==> src/rtl/cpu_pkg.sv <==
// cpu_pkg: shared widths, fetch state encoding and fetch queue entry type
package cpu_pkg;
  localparam int ADDR_W = 16;
  localparam int INSTR_W = 16;
  localparam logic [ADDR_W-1:0] RESET_PC_DEF = 16'h0000;
  typedef enum logic [1:0] {BOOT, IDLE, WAIT, KILL} fetch_state_t;
  typedef struct packed {
    logic [ADDR_W-1:0]  pc;
    logic [INSTR_W-1:0] instr;
  } fq_entry_t;
endpackage

==> src/rtl/fetch_unit_if.sv <==
// fetch_if: redirect input, instruction memory req/ack and decode valid/ready bundle
interface fetch_if;
  import cpu_pkg::*;
  logic               redirect;
  logic [ADDR_W-1:0]  redirect_pc;
  logic               imem_req;
  logic [ADDR_W-1:0]  imem_addr;
  logic               imem_ack;
  logic [INSTR_W-1:0] imem_rdata;
  logic               dec_valid;
  logic               dec_ready;
  logic [INSTR_W-1:0] dec_instr;
  logic [ADDR_W-1:0]  dec_pc;
  modport master (
    input  redirect, redirect_pc, imem_ack, imem_rdata, dec_ready,
    output imem_req, imem_addr, dec_valid, dec_instr, dec_pc
  );
  modport slave (
    output redirect, redirect_pc, imem_ack, imem_rdata, dec_ready,
    input  imem_req, imem_addr, dec_valid, dec_instr, dec_pc
  );
endinterface

==> src/rtl/fetch_queue.sv <==
// fetch_queue: 2-entry FIFO of {pc, instr} with push, pop, flush and count
module fetch_queue
  import cpu_pkg::*;
(
  input  logic      clk,
  input  logic      rst_n,
  input  logic      push,
  input  logic      pop,
  input  logic      flush,
  input  fq_entry_t din,
  output fq_entry_t head,
  output logic [1:0] count
);
  fq_entry_t  tail;
  logic [1:0] cnt_n;
  assign cnt_n = flush ? 2'd0 : count + {1'b0, push} - {1'b0, pop};
  always_ff @(posedge clk or negedge rst_n)
    if (!rst_n) begin
      head  <= '0;
      tail  <= '0;
      count <= '0;
    end else begin
      count <= cnt_n;
      if (!flush) begin
        head <= (pop && count == 2'd2) ? tail : (push && (count == 2'd0 || pop)) ? din : head;
        tail <= (push && ((count == 2'd1 && !pop) || (count == 2'd2 && pop))) ? din : tail;
      end
    end
endmodule

==> src/rtl/fetch_unit.sv <==
// fetch_unit: PC owner, imem req/ack sequencer and 2-deep decode queue front end
module fetch_unit
  import cpu_pkg::*;
#(
  parameter logic [ADDR_W-1:0] RESET_PC = RESET_PC_DEF,
  parameter logic [ADDR_W-1:0] PC_STEP  = 16'd1
) (
  input logic     clk,
  input logic     rst_n,
  fetch_if.master bus
);
  fetch_state_t      state, state_n;
  logic [ADDR_W-1:0] pc, pc_n, addr_n;
  logic              req_n, push, pop, flush, space;
  logic [1:0]        count, cnt_n;
  fq_entry_t         head;
  assign pop   = bus.dec_valid & bus.dec_ready;
  assign flush = bus.redirect & (state != BOOT);
  assign push  = (state == WAIT) & bus.imem_ack & ~bus.redirect;
  assign cnt_n = flush ? 2'd0 : count + {1'b0, push} - {1'b0, pop};
  assign space = cnt_n < 2'd2;
  fetch_queue u_queue (
    .clk   (clk),
    .rst_n (rst_n),
    .push  (push),
    .pop   (pop),
    .flush (flush),
    .din   ({pc, bus.imem_rdata}),
    .head  (head),
    .count (count)
  );
  assign bus.dec_valid = |count;
  assign bus.dec_instr = head.instr;
  assign bus.dec_pc    = head.pc;
  always_ff @(posedge clk or negedge rst_n)
    if (!rst_n) begin
      state         <= BOOT;
      pc            <= RESET_PC;
      bus.imem_req  <= 1'b0;
      bus.imem_addr <= RESET_PC;
    end else begin
      state         <= state_n;
      pc            <= pc_n;
      bus.imem_req  <= req_n;
      bus.imem_addr <= addr_n;
    end
  always_comb begin
    state_n = state;
    pc_n    = pc;
    req_n   = bus.imem_req;
    addr_n  = bus.imem_addr;
    case (state)
      BOOT: state_n = IDLE;
      IDLE:
        if (bus.redirect || space) begin
          state_n = WAIT;
          req_n   = 1'b1;
          pc_n    = bus.redirect ? bus.redirect_pc : pc;
          addr_n  = pc_n;
        end
      WAIT:
        if (bus.imem_ack && bus.redirect) begin
          pc_n   = bus.redirect_pc;
          addr_n = bus.redirect_pc;
        end else if (bus.imem_ack) begin
          pc_n    = pc + PC_STEP;
          addr_n  = pc_n;
          state_n = space ? WAIT : IDLE;
          req_n   = space;
        end else if (bus.redirect) begin
          // the in-flight address must stay stable until its ack is swallowed in KILL
          pc_n    = bus.redirect_pc;
          state_n = KILL;
        end
      KILL:
        if (bus.imem_ack) begin
          pc_n    = bus.redirect ? bus.redirect_pc : pc;
          addr_n  = pc_n;
          state_n = WAIT;
        end else if (bus.redirect) begin
          pc_n = bus.redirect_pc;
        end
      default: state_n = BOOT;
    endcase
  end
endmodule

==> src/flat_wrapper.sv <==
// flat-port wrapper written by rule: the top's interface ports become plain ports
module fetch_unit_flat import cpu_pkg::*;
#(
  parameter logic [ADDR_W-1:0] RESET_PC = RESET_PC_DEF,
  parameter logic [ADDR_W-1:0] PC_STEP  = 16'd1
)
  (clk, rst_n, bus_redirect, bus_redirect_pc, bus_imem_ack, bus_imem_rdata, bus_dec_ready, bus_imem_req, bus_imem_addr, bus_dec_valid, bus_dec_instr, bus_dec_pc);
  fetch_if bus_i ();
  input logic clk;
  input logic rst_n;
  input wire logic [$bits(bus_i.redirect)-1:0] bus_redirect;
  input wire logic [$bits(bus_i.redirect_pc)-1:0] bus_redirect_pc;
  input wire logic [$bits(bus_i.imem_ack)-1:0] bus_imem_ack;
  input wire logic [$bits(bus_i.imem_rdata)-1:0] bus_imem_rdata;
  input wire logic [$bits(bus_i.dec_ready)-1:0] bus_dec_ready;
  output wire logic [$bits(bus_i.imem_req)-1:0] bus_imem_req;
  output wire logic [$bits(bus_i.imem_addr)-1:0] bus_imem_addr;
  output wire logic [$bits(bus_i.dec_valid)-1:0] bus_dec_valid;
  output wire logic [$bits(bus_i.dec_instr)-1:0] bus_dec_instr;
  output wire logic [$bits(bus_i.dec_pc)-1:0] bus_dec_pc;
  assign bus_i.redirect = bus_redirect;
  assign bus_i.redirect_pc = bus_redirect_pc;
  assign bus_i.imem_ack = bus_imem_ack;
  assign bus_i.imem_rdata = bus_imem_rdata;
  assign bus_i.dec_ready = bus_dec_ready;
  assign bus_imem_req = bus_i.imem_req;
  assign bus_imem_addr = bus_i.imem_addr;
  assign bus_dec_valid = bus_i.dec_valid;
  assign bus_dec_instr = bus_i.dec_instr;
  assign bus_dec_pc = bus_i.dec_pc;
  fetch_unit #(.RESET_PC(RESET_PC), .PC_STEP(PC_STEP)) u_core (.clk(clk), .rst_n(rst_n), .bus(bus_i));
endmodule
==> config.mk <==
export PLATFORM = sky130hd
export DESIGN_NAME = fetch_unit_flat
export DESIGN_NICKNAME = d
export VERILOG_FILES = /design/src/rtl/cpu_pkg.sv /design/src/rtl/fetch_unit_if.sv /design/src/rtl/fetch_queue.sv /design/src/rtl/fetch_unit.sv /design/src/flat_wrapper.sv
export SDC_FILE = /design/constraint.sdc
export NUM_CORES = 1
export LEC_CHECK = 0
export ABC_AREA = 1
export CAP_MARGIN = 40
export CORE_MARGIN = 8
export CORE_UTILIZATION = 58
export DETAILED_ROUTE_END_ITERATION = 16
export PLACE_DENSITY = 0.94
export SLEW_MARGIN = 40
export SYNTH_ARGS = -nofsm -noshare
export SYNTH_HDL_FRONTEND = slang
export SYNTH_SLANG_ARGS = --single-unit
==> constraint.sdc <==
create_clock -name clk -period 5.15 [get_ports clk]
set_input_delay 1.03 -clock clk [delete_from_list [all_inputs] [get_ports clk]]
set_output_delay 1.03 -clock clk [all_outputs]
set_load 0.01 [all_outputs]
==> results of run 1 <==
registers in the layout, summed over array words and instances, names as in the netlist:
register and flops:
u_core.u_queue.head 32, u_core.u_queue.tail 32, u_core.bus.imem_addr 16, u_core.pc 16
u_core.state 2, u_core.u_queue.count 2, u_core.bus.imem_req 1
synthesized netlist by cell type:
| library cell | n | area, um2 |
|---|---|---|
| ha_1 | 3 | 37.5 |
| o21a_1 | 6 | 45.0 |
| and3_1 | 1 | 6.26 |
| o22ai_1 | 2 | 12.5 |
| a31oi_1 | 4 | 25.0 |
| nor2_1 | 94 | 353 |
| nand2_1 | 221 | 830 |
| nand2_2 | 1 | 6.26 |
| buf_2 | 10 | 50.1 |
| a21oi_1 | 62 | 310 |
| buf_1 | 2 | 7.51 |
| o21ai_0 | 85 | 425 |
| nor2_8 | 2 | 40.0 |
| buf_4 | 1 | 7.51 |
| o221ai_1 | 2 | 17.5 |
| clkinv_1 | 1 | 3.75 |
| nand3_1 | 31 | 155 |
| a22oi_1 | 3 | 22.5 |
| a21boi_0 | 7 | 52.6 |
| xor2_1 | 3 | 26.3 |
| xnor2_1 | 1 | 8.76 |
| nand4_1 | 6 | 37.5 |
| nand2_4 | 2 | 22.5 |
| nor3_1 | 1 | 5.00 |
| buf_6 | 3 | 33.8 |
| inv_2 | 1 | 3.75 |
| inv_1 | 69 | 259 |
| clkbuf_1 | 20 | 75.1 |
| dfrtp_1 | 101 | 2530 |
| o31ai_1 | 2 | 15.0 |
| o211ai_1 | 2 | 15.0 |
critical path: cells and delay by family:
family          cells  cell delay (ps)
compound gates      2              310
fa+ha+maj           2              490
simple gates        5              660
buf+inv             6             1510
worst paths after layout:
kind | from | end | slack, ps | cells after the start
worst max register to register | u_core.state[0] | u_core.pc[1] | 2330 | 14
max in group asynchronous | rst_n | u_core.u_queue.tail[15] | 3580 | 2
worst max-delay path | bus_imem_ack | u_core.pc[1] | 1430 | 15
worst min-delay path | u_core.u_queue.tail[12] | u_core.u_queue.tail[12] | 490 | 2
worst min register to register | u_core.u_queue.tail[12] | u_core.u_queue.tail[12] | 490 | 2
min in group asynchronous | rst_n | u_core.u_queue.head[10] | 630 | 1
per-layer routing:
metal,vias up,track usage,part of all wire
met4,0,0.0710,0.017
met1,2419,0.300,0.45
met5,-,0,0
met2,206,0.349,0.45
met3,21,0.0580,0.082
li1,2553,-,-
kinds of logic after synthesis:
group,count (synthesis)
buffers and inverters,107
and+or+nand+nor,359
adders and majority gates,3
xor gates and xnor gates,4
DFF,101
AOI/OAI and AO/OA,175
power by group:
part,leakage [uW],switching [uW],internal [uW]
combinational,0.00195,994,755
clock,0.0000925,296,198
sequential,0.00120,275,1170
area by class of cell:
class,count,area (um2),share of cell area
inverter,71,268,0.0411
multi-input combinational,541,2480,0.381
clock buffer,10,138,0.0211
timing repair buffer,92,907,0.139
tap,111,139,0.0213
clock inverter,6,55.1,0.00845
sequential,101,2530,0.388
per-stage QoR:
stage                     power [uW]   util  hold WS, ps  std cells  area (um2)
after floorplan                 2450      -          448        749        5440
after global placement          3120  0.689          461        916        6310
after detailed placement        3190  0.690          468        916        6320
after CTS                       3690  0.711          492        932        6510
after global routing            3980  0.712          517        932        6510
final                           3690  0.712          487        932        6510
==> summary.md, run 1 <==
| Metric | Value |
|---|---|
| CP Data Required Time | `roughly 5400 ps` |
| Die ar. | `12,700 um2` |
| Row count | `35` |
| First-pass GRT wire length | `approximately 24,000 um` |
| Hold WC Path Type | `reg -> reg` |
| Core Area | `9150 um2` |
| Power Density | `566 nW/um2` |
| Commonest non-fill, non-tap cell in the layout | `nand2_1` |
| Post-Synth XOR/XNOR Area | `0.00644` |
| GP Congestion | `slightly above 0.9` |
| DRT antenna net count | `0` |
| Yosys warning total | `0` |
| Max Freq | `269 MHz` |
| Status | `complete, no violations` |
| H-tree Lvls | `3` |
| Total wire length | `between 10,000 and 15,000 um` |
| Initial antenna violation count | `0` |
| CTS tree | `built` |
| Cells after Synth | `around 750` |
| Vias in the first global route | `just under 5k` |
| Via density | `roughly 5.6` |
| Largest net degree at the start of global routing | `67` |
| Chip height | `113 um` |
| IO Count | `87` |
| Die Wd | `roughly 110 um` |
| Unrepaired setup endpoints after global routing | `false` |
| Register area share after synthesis | `0.465` |
| Synth Area in Simple Gates | `0.268` |
| Num CTS Buffers | `9` |
| Synth Cell Area | `roughly 5400 um2` |
| Compound-Gate Fraction of Synth Area | `0.173` |
| Worst-margin pin slew | `around 750 ps` |
| Clock Pin Slew Worst Setup and Hold Paths | `about 100 ps` |
| Fin crit share | `0.721` |
| Post-route DRC | `0` |
| Final setup violation count | `0` |
| Fin. max-slew vios | `0` |
| VDD IR max | `roughly 0.00033 V` |
| Max-Cap Viols | `0` |
| Mux contribution to synthesized area | `0` |
| Worst path cell trace | `clkdlybuf4s50_1 > buf_4 > inv_1 > nor2_8 > nand2_4 > ha_1 > inv_1 > ha_1 > inv_1 > nand2_1 > nand4_1 > nand2_1 > inv_1 > o21ai_0 > o21ai_0` |
| Crit-path most repeated cell | `inv_1` |
| #FFs+latches synth | `101` |
| Share of layout cells above drive strength 1 | `0.0378` |
| # hold bufs at CTS | `0` |
| Final count of hold timing violations | `0` |
| Sinks on Clock Net | `between 100 and 150` |
| Distinct cells, synth | `31` |
| Final setup TNS | `0 ps` |
| # fillers | `a little over 700` |
| Fin crit period | `around 3700 ps` |
| Port buffer count | `86` |
| Antenna cells | `0` |
| Clock Latency Late Sink | `about 360 ps` |
| Setup CP Type | `in -> reg` |
| CP max-delay cell | `inv_1` |
| Clock Skew | `approximately 9.8 ps` |
| Post-CTS sizing | `0` |
| Setup WS pre-CTS | `1090 ps` |
| CP startpoint kind | `input port` |
| Most frequent cells in the layout | `nand2_1 (221), dfrtp_1 (101), nor2_1 (94)` |
| Leak | `roughly 0.0032 uW` |
| Main combinational cell family by area after synthesis | `simple AND/OR/NAND/NOR gates` |
| Post-CTS Setup Bufs | `0` |
| Avg Inst Size Synth | `just over 7 um2` |
| Total track usage | `0.225` |
| Max clock buf depth | `2` |
| CP max stage delay | `~500 ps` |
| Crit. End Element | `flop` |
| Routed via count | `5,199` |
| First-pass DRT Iterations | `5` |
| Nets@finish | `approximately 860` |
| GRT overflow | `0` |
| Starting Density | `0.594` |
| Starting DRT DRC Count | `510` |
| Critical path arrival | `approximately 4000 ps` |
| Adder-cell share of the synthesized area | `0.00690` |
| Worst-path maximum fanout | `20` |
| Slew HR | `0.499` |
| HPWL after DPL | `just over 10,000 um` |
| Final WS setup | `1430 ps` |
| Syn_nets | `between 700 and 800` |
| Clk root buf | `clkbuf_8` |
| Routed length per placed instance | `approximately 15 um` |
| Synth-to-Final Area Change | `19.8%` |
Power figures use the tool's default switching activity.
==> run 2, diff against run 1 <==
Settings changed: CORE_UTILIZATION 58 to 49, PLACE_DENSITY 0.94 to 0.86.
Clock period 5.15 ns to 3.35 ns, I/O delays scaled along.
==> run 2 against run 1 <==
  * Count of clock-buffer cells in the layout down 1
  * Register-to-register slack worse by 1600 ps
  * First-iteration DRC count shrank 2.9%
  * Clock power is 51% higher
  * Utilization down 10 points
  * Highest routed layer unchanged
  * Wire length fell by 7.5%
  * Largest power group unchanged
==> summary.md, run 2 (synthesis gave the netlist of run 1 again) <==
| Metric | Value |
|---|---|
| GP Congestion | `0.932 (was 0.926)` |
| FF-to-FF End | `u_core.pc[1] (unchanged)` |
| H-tree Lvls | `3 (unchanged)` |
| Final core utilization | `0.610 (was 0.712)` |
| Row count | `38 (was 35)` |
| R2r setup slk | `710 ps (was 2330 ps)` |
| CTS tree | `built (unchanged)` |
| Max clock buf depth | `2 (unchanged)` |
| CP startpoint kind | `input port (unchanged)` |
| Num CTS Buffers | `9 (unchanged)` |
| Clock Skew | `9.93 ps (was 9.81 ps)` |
| Seq pwr share | `0.390 (was 0.392)` |
| Vias in the first global route | `4,679 (was 4,908)` |
| Die Wd | `121 um (was 113 um)` |
| Worst path cell trace | `clkdlybuf4s50_1 > inv_1 > nor2_8 > nand2_4 > ha_1 > inv_1 > ha_1 > nand3_1 > nand4_1 > nand2_1 > inv_1 > o21ai_0 > o21ai_0 (was clkdlybuf4s50_1 > buf_4 > inv_1 > nor2_8 > nand2_4 > ha_1 > inv_1 > ha_1 > inv_1 > nand2_1 > nand4_1 > nand2_1 > inv_1 > o21ai_0 > o21ai_0)` |
| Setup CP Type | `in -> reg (unchanged)` |
| First-pass DRT Iterations | `6 (was 5)` |
| Clock Latency Late Sink | `370 ps (was 360 ps)` |
| Synth-to-Final Area Change | `21.7% (was 19.8%)` |
| Crit path capture | `u_core.pc[1] (unchanged)` |
| Fin crit share | `0.849` |
| Placed Instances | `952 (was 916)` |
| R2R cell count | `13 (was 14)` |
| First-pass GRT wire length | `22,500 um (was 23,700 um)` |
| Logic pwr share | `0.477 (was 0.474)` |
| CP max-delay cell | `clkdlybuf4s50_1 (was inv_1)` |
| Final Total Pwr | `5610 uW (was 3690 uW)` |
| Leak | `0.00326 uW (was 0.00324 uW)` |
| Initial antenna violation count | `0 (unchanged)` |
| Final count of hold timing violations | `0 (unchanged)` |
| Fin crit period | `2840 ps` |
| Routed via count | `5,056 (was 5,199)` |
| Fin. max-slew vios | `0 (unchanged)` |
| Chip height | `121 um (was 113 um)` |
| Fin cells | `968 (was 932)` |
| Worst-path maximum fanout | `20 (unchanged)` |
| Critical R2R Launch | `u_core.state[0] (unchanged)` |
| CP max stage delay | `480 ps (was 510 ps)` |
| CP Data Required Time | `3640 ps (was 5440 ps)` |
| IO Count | `87 (unchanged)` |
| Antenna cells | `0 (unchanged)` |
| Net Sw Frac | `0.417 (was 0.424)` |
| Post-CTS Setup Bufs | `0 (unchanged)` |
| Nets@finish | `863 (was 856)` |
| Status | `complete, no violations (unchanged)` |
| Hold WC Path Type | `in -> async (was reg -> reg)` |
| Clock Pin Slew Worst Setup and Hold Paths | `100 ps (about the same)` |
| Core Area | `10,800 um2 (was 9150 um2)` |
| Final setup TNS | `0 ps (unchanged)` |
| Total wire length | `13,200 um (was 14,300 um)` |
| Crit. End Element | `flop (unchanged)` |
| Starting DRT DRC Count | `495 (was 510)` |
| Slew HR | `0.612 (was 0.499)` |
| Port buffer count | `86 (unchanged)` |
| Commonest non-fill, non-tap cell in the layout | `nand2_1 (unchanged)` |
| Post-route DRC | `0 (unchanged)` |
| Clock network fraction of design power | `0.133 (was 0.134)` |
| HPWL after DPL | `9470 um (was 10,100 um)` |
| Critical path launch point | `bus_imem_ack (unchanged)` |
| Post-CTS sizing | `0 (unchanged)` |
| GRT overflow | `0 (unchanged)` |
| VDD IR max | `0.000424 V (was 0.000329 V)` |
| Switching pwr | `2340 uW (was 1560 uW)` |
| # hold bufs at CTS | `0 (unchanged)` |
| Regs by FF count | `u_core.u_queue.head x32, u_core.u_queue.tail x32 (unchanged)` |
| Critical path arrival | `3130 ps (was 4000 ps)` |
| Max-Cap Viols | `0 (unchanged)` |
| Crit-path most repeated cell | `inv_1 (unchanged)` |
| Max Freq | `352 MHz` |
| Most frequent cells in the layout | `nand2_1 (221), dfrtp_1 (101), nor2_1 (94) (unchanged)` |
| Clk root buf | `clkbuf_8 (unchanged)` |
| Unrepaired setup endpoints after global routing | `false (unchanged)` |
| Die ar. | `14,700 um2 (was 12,700 um2)` |
| Worst-margin pin slew | `582 ps (was 751 ps)` |
| DRT antenna net count | `0 (unchanged)` |
| Sinks on Clock Net | `101 (unchanged)` |
| Routed length per placed instance | `13.7 um (was 15.4 um)` |
| Largest net degree at the start of global routing | `65 (was 67)` |
| Total track usage | `0.186 (was 0.225)` |
| Via density | `5.22 (was 5.58)` |
| Final setup violation count | `0 (unchanged)` |
| Starting Density | `0.502 (was 0.594)` |
| Share of layout cells above drive strength 1 | `0.0447 (was 0.0378)` |
| Internal power | `3270 uW (was 2120 uW)` |
| Power Density | `848 nW/um2 (was 566 nW/um2)` |
[run 2: changes by cell type in the layout (fill, tap and decap cells not counted), moves of 2 or more]
cell and change:
clkinv_4 -2, inv_8 -2, inv_6 +4, buf_12 +2, buf_4 +6
[run 2: worst min path at each step]
stage | slack (ps) | start | to | cells after the start
final | 270 | rst_n | u_core.u_queue.head[14] | 1
after global routing | 280 | rst_n | u_core.u_queue.head[14] | 1
after CTS | 280 | rst_n | u_core.u_queue.head[14] | 1
after detailed placement | 470 | u_core.bus.imem_addr[8] | u_core.bus.imem_addr[8] | 2
after global placement | 460 | u_core.u_queue.tail[21] | u_core.u_queue.tail[21] | 2
after floorplan | 370 | rst_n | u_core.bus.imem_addr[0] | 0
[run 2: power by group through the flow]
| stage | clock, uW | sequential [uW] | combinational [uW] |
|---|---|---|---|
| after floorplan | 0 | 2270 | 1490 |
| after global placement | 0 | 2180 | 2610 |
| after detailed placement | 0 | 2200 | 2670 |
| after CTS | 775 | 2180 | 2690 |
| after global routing | 830 | 2260 | 3020 |
| final | 748 | 2190 | 2670 |
[run 2: cell type report]
cell class / count / area (um2)
clock buffers: 9 / 124
clock inverters: 7 / 66.3
fillers: 967 / 4230
inverters: 71 / 267
multi-input cells: 541 / 2470
flip-flops and latches: 101 / 2530
well taps: 140 / 175
repair buffers: 99 / 981
[run 2: critical path: cells and delay by family]
kind,cells,cell delay (ps)
buffers and inverters,4,1080
AO/OA/AOI/OAI,2,270
AND/OR/NAND/NOR,5,680
adder cells (fa/ha/maj),2,430
[run 2: layer usage]
metal  wire length (um)  share of wire  global-route usage
met5                  0              0                   0
met4                200          0.015              0.0478
met3               1050          0.079              0.0521
met2               5530           0.42               0.274
met1               6470           0.49               0.262
[run 2: through the flow]
stage	instance area, um2	hold slack (ps)	setup slack [ps]
after detailed placement	6420	465	139
after global placement	6420	461	219
after global routing	6610	283	174
final	6610	266	506
after floorplan	5440	374	938
after CTS	6610	277	536
